### src/rtl/maf_issue_ctrl.sv
// maf_issue_ctrl: issue controller for the shared multiply-add-fused pipeline.
//
// Arbitrates two requesters round-robin, produces the per-op lane-mode code (cont) for T1,
// enforces idle cycles between ops with different cont codes, and tracks in-flight ops through
// a fixed-latency shift. Results land in a small buffer whose space is reserved by credits at
// issue, so the pipe never has to stall.
//
// Ports
//   clk, rst_n            clock (rising edge), asynchronous active-low reset
//   req_valid/req_ready   per-requester handshake; ready is combinational and one-hot or zero
//   req_mode, req_tag     {req1,req0} 3-bit cont codes and tags
//   flush                 synchronous kill of everything in flight or buffered
//   iss_valid/cont/src/tag op issued into the pipe this cycle (cont 011 = null op)
//   rb_wr_ptr, rb_rd_ptr  result-buffer write index (pipe output) and head index
//   res_valid/src/tag/err head result; res_ready pops it
//   busy                  any op in the pipe or the result buffer
module maf_issue_ctrl #(
  parameter int unsigned PIPE_DEPTH = 8,
  parameter int unsigned RES_DEPTH  = 4,
  parameter int unsigned TAG_W      = 4,
  parameter int unsigned MODE_GAP   = 2
) (
  input  logic                         clk,
  input  logic                         rst_n,
  input  logic [1:0]                   req_valid,
  output logic [1:0]                   req_ready,
  input  logic [5:0]                   req_mode,
  input  logic [2*TAG_W-1:0]           req_tag,
  input  logic                         flush,
  output logic                         iss_valid,
  output logic [2:0]                   iss_cont,
  output logic                         iss_src,
  output logic [TAG_W-1:0]             iss_tag,
  output logic [$clog2(RES_DEPTH)-1:0] rb_wr_ptr,
  output logic [$clog2(RES_DEPTH)-1:0] rb_rd_ptr,
  output logic                         res_valid,
  output logic                         res_src,
  output logic [TAG_W-1:0]             res_tag,
  output logic                         res_err,
  input  logic                         res_ready,
  output logic                         busy
);

  localparam int unsigned PtrW = $clog2(RES_DEPTH);
  localparam int unsigned CntW = $clog2(RES_DEPTH + 1);
  localparam int unsigned AgeW = $clog2(MODE_GAP + 1);

  localparam logic [2:0]      ContNull    = 3'b011;
  localparam logic [CntW-1:0] CreditsFull = CntW'(RES_DEPTH);
  // Age saturates at MODE_GAP: "long enough ago" that a cont change needs no gap.
  localparam logic [AgeW-1:0] AgeSat      = AgeW'(MODE_GAP);
  localparam logic [AgeW-1:0] GapInit     = AgeW'(MODE_GAP - 1);

  typedef enum logic [1:0] {StIdle, StIssue, StGap} state_e;

  // Control state
  state_e          state_q, state_d;
  logic [AgeW-1:0] gap_cnt_q, gap_cnt_d;
  logic [AgeW-1:0] age_q, age_d;           // cycles since last non-null issue
  logic [2:0]      last_cont_q, last_cont_d;
  logic            rr_q, rr_d;             // requester preferred when both are valid
  logic [CntW-1:0] credits_q, credits_d;

  // Pipe tracking shift
  logic [PIPE_DEPTH-1:0] pipe_vld_q;
  logic [PIPE_DEPTH-1:0] pipe_src_q;
  logic [PIPE_DEPTH-1:0] pipe_err_q;
  logic [TAG_W-1:0]      pipe_tag_q [PIPE_DEPTH];

  // Result buffer
  logic             rb_src_q [RES_DEPTH];
  logic             rb_err_q [RES_DEPTH];
  logic [TAG_W-1:0] rb_tag_q [RES_DEPTH];
  logic [PtrW-1:0]  wr_ptr_q, rd_ptr_q;
  logic [CntW-1:0]  count_q, count_d;

  // Arbitration and issue decision
  logic             win;
  logic [2:0]       win_mode;
  logic [TAG_W-1:0] win_tag;
  logic             win_legal;
  logic [2:0]       win_cont;
  logic             can_try;
  logic             need_gap;
  logic             grant;
  logic             rb_wr;
  logic             pop;

  always_comb begin
    win = rr_q;
    if (req_valid == 2'b01) begin
      win = 1'b0;
    end else if (req_valid == 2'b10) begin
      win = 1'b1;
    end
    win_mode = win ? req_mode[5:3] : req_mode[2:0];
    win_tag  = win ? req_tag[2*TAG_W-1:TAG_W] : req_tag[TAG_W-1:0];
  end

  // Legal codes are 000, 001, 010; everything else is issued as a null op with err set.
  assign win_legal = ~win_mode[2] & (win_mode != ContNull);
  assign win_cont  = win_legal ? win_mode : ContNull;

  assign can_try  = ~flush & (state_q != StGap) & (credits_q != '0) & (|req_valid);
  // Null ops never force a gap.
  assign need_gap = win_legal & (win_cont != last_cont_q) & (age_q < AgeSat);
  assign grant    = can_try & ~need_gap;

  assign iss_valid = grant;
  assign iss_src   = grant & win;
  assign iss_cont  = grant ? win_cont : 3'b000;
  assign iss_tag   = grant ? win_tag : '0;
  assign req_ready = grant ? (win ? 2'b10 : 2'b01) : 2'b00;

  assign res_valid = (count_q != '0);
  assign pop       = res_ready & res_valid;
  assign rb_wr     = pipe_vld_q[PIPE_DEPTH-1] & ~flush;

  assign res_src   = res_valid & rb_src_q[rd_ptr_q];
  assign res_err   = res_valid & rb_err_q[rd_ptr_q];
  assign res_tag   = res_valid ? rb_tag_q[rd_ptr_q] : '0;
  assign rb_wr_ptr = wr_ptr_q;
  assign rb_rd_ptr = rd_ptr_q;
  assign busy      = (|pipe_vld_q) | res_valid;

  // FSM next state
  always_comb begin
    state_d   = state_q;
    gap_cnt_d = gap_cnt_q;
    unique case (state_q)
      StIdle, StIssue: begin
        if (can_try && need_gap) begin
          state_d   = StGap;
          gap_cnt_d = GapInit;
        end else if (|req_valid) begin
          if (credits_q != '0) begin
            state_d = StIssue;
          end
        end else begin
          state_d = StIdle;
        end
      end
      StGap: begin
        gap_cnt_d = gap_cnt_q - AgeW'(1);
        if (gap_cnt_q <= AgeW'(1)) begin
          state_d = StIssue;
        end
      end
      default: state_d = StIdle;
    endcase
    if (flush) begin
      state_d   = StIdle;
      gap_cnt_d = '0;
    end
  end

  // Cont history, arbitration pointer, credits, buffer occupancy
  always_comb begin
    age_d       = (age_q < AgeSat) ? age_q + AgeW'(1) : age_q;
    last_cont_d = last_cont_q;
    rr_d        = rr_q;
    credits_d   = credits_q;
    count_d     = count_q;

    if (grant) begin
      rr_d = ~win;
      if (win_legal) begin
        last_cont_d = win_cont;
        age_d       = AgeW'(1);
      end
    end

    unique case ({grant, pop})
      2'b10:   credits_d = credits_q - CntW'(1);
      2'b01:   credits_d = credits_q + CntW'(1);
      default: credits_d = credits_q;
    endcase

    unique case ({rb_wr, pop})
      2'b10:   count_d = count_q + CntW'(1);
      2'b01:   count_d = count_q - CntW'(1);
      default: count_d = count_q;
    endcase

    if (flush) begin
      age_d       = AgeSat;
      last_cont_d = 3'b000;
      credits_d   = CreditsFull;
      count_d     = '0;
    end
  end

  always_ff @(posedge clk or negedge rst_n) begin
    if (!rst_n) begin
      state_q     <= StIdle;
      gap_cnt_q   <= '0;
      age_q       <= AgeSat;
      last_cont_q <= 3'b000;
      rr_q        <= 1'b0;
      credits_q   <= CreditsFull;
      count_q     <= '0;
    end else begin
      state_q     <= state_d;
      gap_cnt_q   <= gap_cnt_d;
      age_q       <= age_d;
      last_cont_q <= last_cont_d;
      rr_q        <= rr_d;
      credits_q   <= credits_d;
      count_q     <= count_d;
    end
  end

  // Tracking shift: one stage per cycle, valid cleared by flush.
  always_ff @(posedge clk or negedge rst_n) begin
    if (!rst_n) begin
      pipe_vld_q <= '0;
      pipe_src_q <= '0;
      pipe_err_q <= '0;
      for (int unsigned k = 0; k < PIPE_DEPTH; k++) begin
        pipe_tag_q[k] <= '0;
      end
    end else begin
      pipe_vld_q[0] <= grant;
      pipe_src_q[0] <= win;
      pipe_err_q[0] <= ~win_legal;
      pipe_tag_q[0] <= win_tag;
      for (int unsigned k = 1; k < PIPE_DEPTH; k++) begin
        pipe_vld_q[k] <= pipe_vld_q[k-1];
        pipe_src_q[k] <= pipe_src_q[k-1];
        pipe_err_q[k] <= pipe_err_q[k-1];
        pipe_tag_q[k] <= pipe_tag_q[k-1];
      end
      if (flush) begin
        pipe_vld_q <= '0;
      end
    end
  end

  // Result buffer: write from the last pipe stage, pop from the head; both may happen together.
  always_ff @(posedge clk or negedge rst_n) begin
    if (!rst_n) begin
      wr_ptr_q <= '0;
      rd_ptr_q <= '0;
      for (int unsigned k = 0; k < RES_DEPTH; k++) begin
        rb_src_q[k] <= 1'b0;
        rb_err_q[k] <= 1'b0;
        rb_tag_q[k] <= '0;
      end
    end else if (flush) begin
      wr_ptr_q <= '0;
      rd_ptr_q <= '0;
    end else begin
      if (rb_wr) begin
        rb_src_q[wr_ptr_q] <= pipe_src_q[PIPE_DEPTH-1];
        rb_err_q[wr_ptr_q] <= pipe_err_q[PIPE_DEPTH-1];
        rb_tag_q[wr_ptr_q] <= pipe_tag_q[PIPE_DEPTH-1];
        wr_ptr_q           <= wr_ptr_q + PtrW'(1);
      end
      if (pop) begin
        rd_ptr_q <= rd_ptr_q + PtrW'(1);
      end
    end
  end

endmodule
### config.mk
export PLATFORM = sky130hd
export DESIGN_NAME = maf_issue_ctrl
export DESIGN_NICKNAME = d
export VERILOG_FILES = /design/src/rtl/maf_issue_ctrl.sv
export SDC_FILE = /design/constraint.sdc
export NUM_CORES = 1
export LEC_CHECK = 0
export BUFFER_PORTS_ARGS = -buffer_cell sky130_fd_sc_hd__buf_2
export CAP_MARGIN = 10
export CORE_UTILIZATION = 50
export CTS_BUF_LIST = sky130_fd_sc_hd__clkbuf_2 sky130_fd_sc_hd__clkbuf_4 sky130_fd_sc_hd__clkbuf_8
export CTS_CLUSTER_DIAMETER = 100
export DETAILED_ROUTE_END_ITERATION = 12
export MAX_ROUTING_LAYER = met4
export PLACE_DENSITY_LB_ADDON = 0.08
export SLEW_MARGIN = 20
export SYNTH_ARGS = -nofsm -noshare
export SYNTH_HDL_FRONTEND = slang
export SYNTH_SLANG_ARGS = --single-unit
export TNS_END_PERCENT = 20
### constraint.sdc
create_clock -name clk -period 4 [get_ports clk]
set_input_delay 0.2 -clock clk [delete_from_list [all_inputs] [get_ports clk]]
set_output_delay 0.2 -clock clk [all_outputs]
set_load 0.01 [all_outputs]
==> metrics.md <==
| Metric | Value |
|---|---|
| F_max | 369 MHz |
| 1st-iter DRT viols | 88 |
| Dpl hpwl | 3.96 mm |
| Skew-Pair Late Insertion Delay | between 300 and 400 ps |
| Clock skew | 8.90 ps |
| FILL cells | slightly above 600 |
| Most frequent cell after synthesis | dfrtp_1 |
| Post-Synth Adder-Cell Area | 0.0292 |
| CTS root buffer | clkbuf_8 |
| Number of global-route vias before repair | 2159 |
| Dpl ws | 1420 ps |
| CP max stage delay | 410 ps |
| Routed wire length | between 6 and 7 mm |
| Post-synthesis sequential area ratio | 0.636 |
| Die W | 90.8 microns |
| 1st-pass router iterations | 4 |
| Port Buffers | 41 |
| Synth cell count leaders | dfrtp_1, mux2_2, nor2_1, nor2b_1, inv_1 |
| Yosys top cell area share | 0.623 |
| Simple-gate share of the synthesized area | 0.109 |
| Seq cells post-synth | 100 |
| CP Launch Point | rr_q$_DFFE_PN0N_ |
| Share of cells above drive strength 1 | 0.296 |
| GP Congestion | 0.760 |
| Most used cell along the critical path | nor2b_1 |
| Area delta synth->final | 13.3% |
| Post-synthesis compound-gate area fraction | 0.0426 |
| Total congestion overflow | 0 |
| WS Path Type | reg2out |
| Leading area contributor after synthesis | dfrtp_1 |
| CTS sink count | 100 |
| N_diodes | 0 |
| Tightest Hold Check Type | in2reg |
| Via/cell ratio | about 5.0 |
| RSZ-0062 raised after global routing | no |
| GRT Total Usage | 0.170 |
| Detail Route Antenna Nets | 0 |
| CTS resizes | 0 |
| Crit-path leading delay family | compound AO/OA/AOI/OAI gates |
| Pleak | between 2 and 2.5 nW |
| Fin crit share | 0.678 |
| Largest net degree at the start of global routing | 72 |
| Worst EP arrival | 2510 ps |
| Final std cells w/o fill | 437 |
| Xor/xnor share of the synthesized area | 0.0178 |
| Req. time, crit path | roughly 3800 ps |
| CTS tree | done |
| Pwr dens | 487 nW/um^2 |
| Critical Path Start Type | register |
| Die Y | 90.8 microns |
| Initial antenna violation count | 0 |
| Worst-path maximum fanout | 16 |
| Syn Inst Count | approximately 290 |
| Post-synth EDFFs | 0 |
| Mux cell area share after synthesis | 0.136 |
| H-tree levels | 3 |
| Mean Syn Cell Area | 13.6 sq um |
| Hold Path Origin | req_tag[0] |
| Via Count | 2192 |
| Final Hold Viols | 0 |
| Final setup viols | 0 |
| I/O Pins | 43 |
| Die ar. | 8240 sq um |
| Worst setup margin | between 1000 and 1500 ps |
| Synth Cell Area | 3940 sq um |
| Crit path cell chain | nor2b_1 > o21a_1 > mux2i_2 > o21ai_2 > o31ai_4 > buf_4 > nor2b_1 > buf_2 |
| Initial Utilization | 0.529 |
| Synth warnings | 0 |
| Top_reg_cell synth | dfrtp_1 |
| Cell row count | 31 |
| Status | finished clean |
| Post-CTS Setup Inserts | 0 |
| Largest family of logic cells by synthesized area | multiplexers |
| Max cap viols | 0 |
| CP Buf/Inv Count | 2 |
| Final hold slack | 88.2 ps |
| First-pass GRT wire length | 10.5 mm |
| Hold Buf Count CTS | 1 |
| Slowest CP cell | dfrtp_1 |
| Ranking of synthesized cells by area | dfrtp_1, mux2_2, mux4_2 |
| Final #Nets | between 300 and 400 |
| Num CTS Buffers | 9 |
| Actual slew at the worst max-slew pin | 843 ps |
| Net Count, Synth | 317 |
| Total power | 2.17 mW |
| Clk buf depth | 2 |
| DRC violations left | 0 |
| Min Tclk post-route | 2710 ps |
| WL per Instance | 13.8 microns |
| Setup TNS | 0 ps |
| Synth cell types | between 40 and 50 |
| Normalized max-slew margin | 0.438 |
| CP endpoint kind | output pin |
| Slew Viols, Final | 0 |
| Placed cells | 420 |
| FF-to-FF Start | rr_q$_DFFE_PN0N_ |
| Max VDD drop | 230 uV |
| Worst-path clk slew | 90 ps |
| Core Region | 7450 sq um |
| Asr flop ratio synth | 1.00 |
[cells by family after synthesis]
kind of cell / Yosys count
DFF: 100
adders and majority gates: 8
AOI/OAI and AO/OA: 21
other: 1
and+or+nand+nor: 84
xor gates and xnor gates: 8
buffers and inverters: 25
muxes: 42
[final cells by class]
cell class                      count  area, sq um  share of cell area
Timing Repair Buffer               44          233              0.0521
Sequential cell                   100         2500               0.561
Tap cell                           99          124              0.0278
Inverter                           14         52.6              0.0118
Clock inverter                      6         93.8              0.0210
Clock buffer                       10          131              0.0294
Multi-Input combinational cell    164         1320               0.297
[worst paths after layout]
check	endpoint	slack (ps)	cells past startpoint
max	req_ready[1]	1290	8
min	pipe_tag_q[28]$_DFF_PN0_	90	2
max reg2reg	credits_q[1]$_DFFE_PN0P_	1400	10
min reg2reg	pipe_tag_q[2]$_DFF_PN0_	350	0
max in group asynchronous	age_q[1]$_DFF_PN1_	2530	3
min in group asynchronous	rb_tag_q[9]$_DFFE_PN0P_	500	2
[metrics by stage]
stage               area [sq um]  utilization
CTS                         4460        0.599
global placement            4230        0.568
floorplan                   3940            -
detailed placement          4230        0.568
global route                4460        0.599
finish                      4460        0.599
[power breakdown]
part	internal (mW)	switching, mW
clock network	0.367	0.342
logic	0.121	0.147
registers	1.14	0.0609
[registers in the layout (all words and copies together), names as in the netlist]
name	cells
pipe_tag_q	32
rb_src_q	4
count_q	3
last_cont_q	3
pipe_vld_q	8
rb_tag_q	16
rb_wr_ptr	2
rr_q	1
credits_q	3
rb_rd_ptr	2
rb_err_q	4
pipe_err_q	8
age_q	2
state_q	2
pipe_src_q	8
gap_cnt_q	2
[placed cells by master (no fill, tap or decap), drive strengths merged, types with 2 or more instances in the layout]
cell type  instances
inv               17
o21a               2
nand3              2
xnor2              3
and2               9
nor4               2
or3                2
dfrtp             98
nor3b              3
mux4               6
dfstp              2
nand2             11
ha                 6
clkbuf            10
a21boi             2
o21ai              6
fa                 2
o211ai             2
xor2               5
mux2i              6
mux2              30
nor2              26
nor3               5
a2bb2oi            2
nand2b             5
buf               43
nor2b             15
bufinv             2
and3               2
[routing by layer]
| metal | track usage | share of wire | vias up |
|---|---|---|---|
| met3 | 0.0455 | 0.036 | 7 |
| met4 | 0.0565 | 0.014 | 0 |
| li1 | - | - | 1051 |
| met5 | - | 0 | - |
| met2 | 0.245 | 0.45 | 50 |
| met1 | 0.234 | 0.50 | 1084 |
Power figures use the tool's default switching activity.
